[src/rtl/mips_pkg.sv]
// Shared types and constants for the MIPS load/writeback slice.
// MIPS_LWLR_EN enables the unaligned LWL/LWR merge loads.
package mips_pkg;

  typedef enum logic [2:0] {
    LB  = 3'd0,
    LBU = 3'd1,
    LH  = 3'd2,
    LHU = 3'd3,
    LW  = 3'd4,
    LWL = 3'd5,
    LWR = 3'd6
  } load_op_t;

  typedef enum logic [1:0] {
    S_IDLE  = 2'd0,
    S_READ  = 2'd1,
    S_WRITE = 2'd2
  } lw_state_t;

  localparam logic [4:0] MIPS_REG_ZERO = 5'd0;

  // Op is taken as raw bits so the unencoded value 7 can be rejected.
  function automatic logic load_is_legal(input logic [2:0] op, input logic [1:0] offset);
    case (op)
      LB, LBU: return 1'b1;
      LH, LHU: return ~offset[0];
      LW:      return (offset == 2'b00);
`ifdef MIPS_LWLR_EN
      LWL, LWR: return 1'b1;
`endif
      default: return 1'b0;
    endcase
  endfunction

endpackage

[src/rtl/load_writeback_if.sv]
// Request, Avalon-MM read and register-file write signals of the load stage.
// The master modport is the load stage itself; slave is its environment.
interface load_writeback_if;

  logic        req_valid;
  logic        req_ready;
  logic [2:0]  req_op;      // load_op_t encoding, raw so op 7 is expressible
  logic [31:0] req_addr;
  logic [4:0]  req_rt;
  logic [31:0] req_rt_old;

  logic [31:0] avm_address;
  logic        avm_read;
  logic [3:0]  avm_byteenable;
  logic        avm_waitrequest;
  logic [31:0] avm_readdata;

  logic        wb_write_control;
  logic [4:0]  wb_write_reg;
  logic [31:0] wb_write_data;

  logic        busy;
  logic        err;

  modport master (
    input  req_valid, req_op, req_addr, req_rt, req_rt_old,
    input  avm_waitrequest, avm_readdata,
    output req_ready, avm_address, avm_read, avm_byteenable,
    output wb_write_control, wb_write_reg, wb_write_data, busy, err
  );

  modport slave (
    output req_valid, req_op, req_addr, req_rt, req_rt_old,
    output avm_waitrequest, avm_readdata,
    input  req_ready, avm_address, avm_read, avm_byteenable,
    input  wb_write_control, wb_write_reg, wb_write_data, busy, err
  );

endinterface

[src/rtl/load_align.sv]
// Combinational lane selection, sign/zero extension and byte enables for loads.
// MIPS_LWLR_EN adds the LWL/LWR merge with the old rt value.
module load_align
  import mips_pkg::*;
(
  input  logic [2:0]  op,
  input  logic [1:0]  offset,
  input  logic [31:0] rdata,
  input  logic [31:0] rt_old,
  output logic [31:0] result,
  output logic [3:0]  byteenable
);

  logic [31:0] shifted;
  assign shifted = rdata >> {offset, 3'b000};

`ifndef MIPS_LWLR_EN
  logic unused_rt_old;
  assign unused_rt_old = ^rt_old;
`endif

  // NOTE: every output gets a default before the case, so no path leaves it unassigned and no latch is inferred.
  always_comb begin
    byteenable = 4'b1111;
    case (op)
      LB, LBU: byteenable = 4'b0001 << offset;
      LH, LHU: byteenable = offset[1] ? 4'b1100 : 4'b0011;
      default: byteenable = 4'b1111;
    endcase
  end

  always_comb begin
    result = rdata;
    case (op)
      LB:  result = {{24{shifted[7]}}, shifted[7:0]};
      LBU: result = {24'h0, shifted[7:0]};
      LH:  result = {{16{shifted[15]}}, shifted[15:0]};
      LHU: result = {16'h0, shifted[15:0]};
`ifdef MIPS_LWLR_EN
      // LWL fills from the top; the low (3-k) bytes of rt survive.
      LWL: result = (rdata << {~offset, 3'b000})
                  | (rt_old & ~(32'hFFFF_FFFF << {~offset, 3'b000}));
      LWR: result = shifted | (rt_old & ~(32'hFFFF_FFFF >> {offset, 3'b000}));
`endif
      default: result = rdata;
    endcase
  end

endmodule

[src/rtl/load_writeback.sv]
// Load-completion stage: accept a load, read it over Avalon-MM, write it back.
// MIPS_LWLR_EN enables LWL/LWR; otherwise they take the error path.
module load_writeback
  import mips_pkg::*;
(
  input  logic             clk,
  input  logic             reset,
  load_writeback_if.master bus
);

  lw_state_t   state_q, state_d;
  logic [2:0]  op_q, op_d;
  logic [1:0]  offset_q, offset_d;
  logic [4:0]  rt_q, rt_d;
  logic        avm_read_q, avm_read_d;
  logic [31:0] avm_address_q, avm_address_d;
  logic [3:0]  avm_byteenable_q, avm_byteenable_d;
  logic        wb_write_control_q, wb_write_control_d;
  logic [4:0]  wb_write_reg_q, wb_write_reg_d;
  logic [31:0] wb_write_data_q, wb_write_data_d;
  logic        err_q, err_d;

  logic [31:0] align_rt_old;
`ifdef MIPS_LWLR_EN
  logic [31:0] rt_old_q, rt_old_d;
  assign align_rt_old = rt_old_q;
`else
  logic unused_rt_old;
  assign unused_rt_old = ^bus.req_rt_old;
  assign align_rt_old  = 32'h0;
`endif

  logic        is_idle;
  logic [2:0]  align_op;
  logic [1:0]  align_offset;
  logic [31:0] align_result;
  logic [3:0]  align_be;

  // In IDLE the aligner sees the incoming request (for byteenable);
  // afterwards it sees the captured request (for the result).
  assign is_idle      = (state_q == S_IDLE);
  assign align_op     = is_idle ? bus.req_op : op_q;
  assign align_offset = is_idle ? bus.req_addr[1:0] : offset_q;

  load_align u_align (
    .op         (align_op),
    .offset     (align_offset),
    .rdata      (bus.avm_readdata),
    .rt_old     (align_rt_old),
    .result     (align_result),
    .byteenable (align_be)
  );

  // NOTE: combinational logic uses blocking (=); only the always_ff below uses non-blocking (<=).
  always_comb begin
    state_d            = state_q;
    op_d               = op_q;
    offset_d           = offset_q;
    rt_d               = rt_q;
`ifdef MIPS_LWLR_EN
    rt_old_d           = rt_old_q;
`endif
    avm_read_d         = avm_read_q;
    avm_address_d      = avm_address_q;
    avm_byteenable_d   = avm_byteenable_q;
    wb_write_control_d = 1'b0;
    wb_write_reg_d     = wb_write_reg_q;
    wb_write_data_d    = wb_write_data_q;
    err_d              = 1'b0;

    case (state_q)
      S_IDLE: begin
        if (bus.req_valid) begin
          op_d     = bus.req_op;
          offset_d = bus.req_addr[1:0];
          rt_d     = bus.req_rt;
`ifdef MIPS_LWLR_EN
          rt_old_d = bus.req_rt_old;
`endif
          if (load_is_legal(bus.req_op, bus.req_addr[1:0])) begin
            state_d          = S_READ;
            avm_read_d       = 1'b1;
            avm_address_d    = {bus.req_addr[31:2], 2'b00};
            avm_byteenable_d = align_be;
          end else begin
            err_d = 1'b1;
          end
        end
      end
      S_READ: begin
        if (!bus.avm_waitrequest) begin
          state_d            = S_WRITE;
          avm_read_d         = 1'b0;
          wb_write_control_d = (rt_q != MIPS_REG_ZERO);
          wb_write_reg_d     = rt_q;
          wb_write_data_d    = align_result;
        end
      end
      S_WRITE: state_d = S_IDLE;
      default: state_d = S_IDLE;
    endcase
  end

  // NOTE: datapath registers are reset too, so outputs are defined from the first cycle.
  always_ff @(posedge clk or negedge reset) begin
    if (!reset) begin
      state_q            <= S_IDLE;
      op_q               <= 3'd0;
      offset_q           <= 2'd0;
      rt_q               <= 5'd0;
`ifdef MIPS_LWLR_EN
      rt_old_q           <= 32'h0;
`endif
      avm_read_q         <= 1'b0;
      avm_address_q      <= 32'h0;
      avm_byteenable_q   <= 4'h0;
      wb_write_control_q <= 1'b0;
      wb_write_reg_q     <= 5'd0;
      wb_write_data_q    <= 32'h0;
      err_q              <= 1'b0;
    end else begin
      state_q            <= state_d;
      op_q               <= op_d;
      offset_q           <= offset_d;
      rt_q               <= rt_d;
`ifdef MIPS_LWLR_EN
      rt_old_q           <= rt_old_d;
`endif
      avm_read_q         <= avm_read_d;
      avm_address_q      <= avm_address_d;
      avm_byteenable_q   <= avm_byteenable_d;
      wb_write_control_q <= wb_write_control_d;
      wb_write_reg_q     <= wb_write_reg_d;
      wb_write_data_q    <= wb_write_data_d;
      err_q              <= err_d;
    end
  end

  assign bus.req_ready        = is_idle;
  assign bus.busy             = !is_idle;
  assign bus.avm_read         = avm_read_q;
  assign bus.avm_address      = avm_address_q;
  assign bus.avm_byteenable   = avm_byteenable_q;
  assign bus.wb_write_control = wb_write_control_q;
  assign bus.wb_write_reg     = wb_write_reg_q;
  assign bus.wb_write_data    = wb_write_data_q;
  assign bus.err              = err_q;

endmodule

[src/flat_wrapper.sv]
// flat-port wrapper written by rule: the top's interface ports become plain ports
module load_writeback_flat import mips_pkg::*;
  (clk, reset, bus_req_valid, bus_req_op, bus_req_addr, bus_req_rt, bus_req_rt_old, bus_avm_waitrequest, bus_avm_readdata, bus_req_ready, bus_avm_address, bus_avm_read, bus_avm_byteenable, bus_wb_write_control, bus_wb_write_reg, bus_wb_write_data, bus_busy, bus_err);
  load_writeback_if bus_i ();
  input  logic clk;
  input  logic reset;
  input wire logic [$bits(bus_i.req_valid)-1:0] bus_req_valid;
  input wire logic [$bits(bus_i.req_op)-1:0] bus_req_op;
  input wire logic [$bits(bus_i.req_addr)-1:0] bus_req_addr;
  input wire logic [$bits(bus_i.req_rt)-1:0] bus_req_rt;
  input wire logic [$bits(bus_i.req_rt_old)-1:0] bus_req_rt_old;
  input wire logic [$bits(bus_i.avm_waitrequest)-1:0] bus_avm_waitrequest;
  input wire logic [$bits(bus_i.avm_readdata)-1:0] bus_avm_readdata;
  output wire logic [$bits(bus_i.req_ready)-1:0] bus_req_ready;
  output wire logic [$bits(bus_i.avm_address)-1:0] bus_avm_address;
  output wire logic [$bits(bus_i.avm_read)-1:0] bus_avm_read;
  output wire logic [$bits(bus_i.avm_byteenable)-1:0] bus_avm_byteenable;
  output wire logic [$bits(bus_i.wb_write_control)-1:0] bus_wb_write_control;
  output wire logic [$bits(bus_i.wb_write_reg)-1:0] bus_wb_write_reg;
  output wire logic [$bits(bus_i.wb_write_data)-1:0] bus_wb_write_data;
  output wire logic [$bits(bus_i.busy)-1:0] bus_busy;
  output wire logic [$bits(bus_i.err)-1:0] bus_err;
  assign bus_i.req_valid = bus_req_valid;
  assign bus_i.req_op = bus_req_op;
  assign bus_i.req_addr = bus_req_addr;
  assign bus_i.req_rt = bus_req_rt;
  assign bus_i.req_rt_old = bus_req_rt_old;
  assign bus_i.avm_waitrequest = bus_avm_waitrequest;
  assign bus_i.avm_readdata = bus_avm_readdata;
  assign bus_req_ready = bus_i.req_ready;
  assign bus_avm_address = bus_i.avm_address;
  assign bus_avm_read = bus_i.avm_read;
  assign bus_avm_byteenable = bus_i.avm_byteenable;
  assign bus_wb_write_control = bus_i.wb_write_control;
  assign bus_wb_write_reg = bus_i.wb_write_reg;
  assign bus_wb_write_data = bus_i.wb_write_data;
  assign bus_busy = bus_i.busy;
  assign bus_err = bus_i.err;
  load_writeback u_core (.clk(clk), .reset(reset), .bus(bus_i));
endmodule
[config.mk]
export PLATFORM = sky130hd
export DESIGN_NAME = load_writeback_flat
export DESIGN_NICKNAME = d
export VERILOG_FILES = /design/src/rtl/mips_pkg.sv /design/src/rtl/load_writeback_if.sv /design/src/rtl/load_align.sv /design/src/rtl/load_writeback.sv /design/src/flat_wrapper.sv
export SDC_FILE = /design/constraint.sdc
export NUM_CORES = 1
export LEC_CHECK = 0
export BUFFER_PORTS_ARGS = -buffer_cell sky130_fd_sc_hd__buf_2
export CORE_MARGIN = 2
export CORE_UTILIZATION = 51
export CTS_CLUSTER_DIAMETER = 50
export CTS_CLUSTER_SIZE = 10
export DETAILED_ROUTE_END_ITERATION = 10
export GPL_ROUTABILITY_DRIVEN = 0
export PLACE_DENSITY_LB_ADDON = 0.12
export SYNTH_ARGS = -nofsm -noshare
export SYNTH_HDL_FRONTEND = slang
export SYNTH_SLANG_ARGS = --single-unit
[constraint.sdc]
create_clock -name clk -period 3.6 [get_ports clk]
set_clock_uncertainty 0.05 [all_clocks]
set_input_delay 0.9 -clock clk [delete_from_list [all_inputs] [get_ports clk]]
set_output_delay 0.9 -clock clk [all_outputs]
set_load 0.01 [all_outputs]
==> metrics.txt <==
CTS Root Cell=clkbuf_8; Crit Path Max Fanout=16; R2R Path Start=u_core.state_q[0]; Slew headroom=0.278; Detailed Routing Iterations Pass 1=5; final wirelength=just over 10 mm; core footprint=around 7700 µm²; worst hold endpoint=u_core.bus.wb_write_reg[3]; dominant register cell in the synthesized netlist=dfrtp_1; Multi-input gate area=~1700 µm²; die width=between 90 and 100 µm; Mapped Area=between 4000 and 5000 µm²; Power Density=between 700 and 800 nW/µm²; cell taking the most area after synthesis=dfrtp_1; initial antenna violation count=0; DIE HEIGHT=just over 90 µm; postcts setup bufs=0; IR drop worst, VDD=0.000357 V; reg2reg end=u_core.bus.wb_write_data[29]; die area=around 8600 µm²; max-cap viol count=0; Mapped Cells=roughly 390; clock input transition at the sequential cells of the worst setup and hold paths=roughly 0.080 ns; Yosys top cell area share=0.534; Setup CP Type=register to register; share of cells above drive strength 1=0.416; EDFF count, synth=0; final net count=between 600 and 700; Hold Buf Count CTS=0; leak pwr=about 2.5 nW; Port Buffers=between 150 and 200; Setup TNS=0 ns; final hold vios=0; Yosys reg bits=86; Hold Path Depth=2; max reg flops=32; n_diodes=0; top cells by count, synth=dfrtp_1, nand2_1, mux2_2, nand3_1, o21ai_0; global-route wire length before repair=between 15 and 20 mm; R2R depth=7; FF/Latch Area=2150 µm²; WP data arrival=roughly 2.9 ns; YS warnings=0; fillers=just under 700; Min-Delay Path Class=register to register; # IOs=186; Sink Count=between 80 and 90; sequential area share after synthesis=0.534; final setup vio count=0; Worst-Skew Late Latency=approximately 0.34 ns; highest clock rate=~360 MHz; CP Data Required Time=roughly 3.7 ns; vias in the first global route=around 3300; Critical Path End Type=register; post-route ant nets=0; drt wl/cell=between 15 and 20 µm; Tcrit/Tclk final=0.764; status=finished clean; Tot GR Track Use=0.236; syn_area_per_cell=roughly 10 µm²; Max Slew Vio Count=0; Worst Tran Pin Value=about 1.1 ns; DR vias/cell=between 5 and 6; reg2reg setup slack=~0.85 ns; Cell Rows=32; Finished Cell Area=between 4000 and 5000 µm²; hold path startpoint=u_core.bus.wb_write_reg[3]; CTS resizes=0; largest net degree at the start of global routing=87; most frequent cell after synthesis=dfrtp_1; crit start category=register; final std cells w/o fill=~630; placed insts=just over 600; Vias=roughly 3400; minimum clock period=about 2.8 ns; CTS tree=yes; Initial Util=0.525; Max clock buf depth=2; RSZ-0062 raised after global routing=no; DRT iter0 DRCs=between 200 and 250; Post-synth ARST share=1.00; TritonCTS Buffers=9; DP HPWL=7.15 mm; detailed-route DRC error count=0; gr ovfl total=0; Yosys cell types=44; Placed Area=4800 µm²; synthesis-to-layout area growth=23.9%; synth top area cells=dfrtp_1, mux2_2, nand2_1; H-Tree Depth=3; post-layout util=0.650
[worst max path at each step]
stage,end,slack [ns],startpoint,cells after the start
finish,u_core.bus.wb_write_data[29],0.85,u_core.state_q[0],7
global route,u_core.bus.wb_write_data[20],0.68,u_core.state_q[0],7
CTS,u_core.bus.wb_write_data[20],0.83,u_core.state_q[0],7
detailed placement,u_core.bus.wb_write_data[20],0.75,bus_req_addr[0],6
global placement,u_core.bus.wb_write_data[21],0.78,bus_req_addr[0],6
floorplan,u_core.bus.avm_address[30],1.32,bus_req_addr[1],6
[logic make-up after synthesis]
group / Yosys count / synth area share
AOI/OAI and AO/OA: 78 / 0.127
and+or+nand+nor: 142 / 0.155
DFF: 86 / 0.534
muxes: 49 / 0.142
buffers and inverters: 32 / 0.0416
other: 1 / 0.000930
[placed cells by master (no fill, tap or decap), types with 2 or more instances in the layout]
cell	netlist	routed
nor2_1	18	18
nand3_1	32	32
a211o_1	3	3
o22ai_1	10	10
buf_4	2	4
mux2_2	41	41
dfrtp_1	86	86
o21ai_0	24	24
mux2i_4	2	2
mux2i_1	4	4
a22oi_1	3	3
inv_1	3	3
inv_6	1	3
nand2_1	73	73
conb_1	1	2
a21oi_1	19	19
clkinvlp_4	0	2
a31oi_1	9	9
clkbuf_8	0	9
nor3_1	2	2
or3_1	9	9
buf_2	9	150
a2111oi_0	2	2
[worst max-delay path, cell delays in order, from the launching register on]
cell,delay [ns]
dfrtp_1,0.40
or2_1,0.41
inv_6,0.13
a21boi_4,0.42
mux2_4,0.35
a22o_1,0.23
o211ai_4,0.46
nand3_1,0.13
[cell type report]
| cell class | count | share of cell area |
|---|---|---|
| sequential | 86 | 0.431 |
| timing repair buffer | 154 | 0.156 |
| inverter | 5 | 0.00476 |
| clock inverter | 6 | 0.0143 |
| clock buffer | 9 | 0.0248 |
| tap | 102 | 0.0255 |
| multi-input combinational | 271 | 0.344 |
[metal layers]
layer | share of wire | track usage
met2 | 0.47 | 0.364
met5 | 0 | 0
met1 | 0.44 | 0.334
met4 | 0.014 | 0.0797
met3 | 0.084 | 0.0488
[power by group]
group          total, mW  internal (mW)  switching, mW
Sequential          1.54           1.33          0.206
Clock              0.677          0.323          0.354
Combinational       1.32          0.581          0.735
Total               3.53           2.24           1.30
[stage by stage]
step | setup WS, ns | hold WS [ns] | power [mW]
floorplan | 1.32 | 0.408 | 2.33
global placement | 0.782 | 0.407 | 2.85
detailed placement | 0.746 | 0.407 | 2.89
CTS | 0.833 | 0.436 | 3.57
global route | 0.681 | 0.464 | 3.78
finish | 0.848 | 0.433 | 3.53
(Power assumes the default switching activity.)
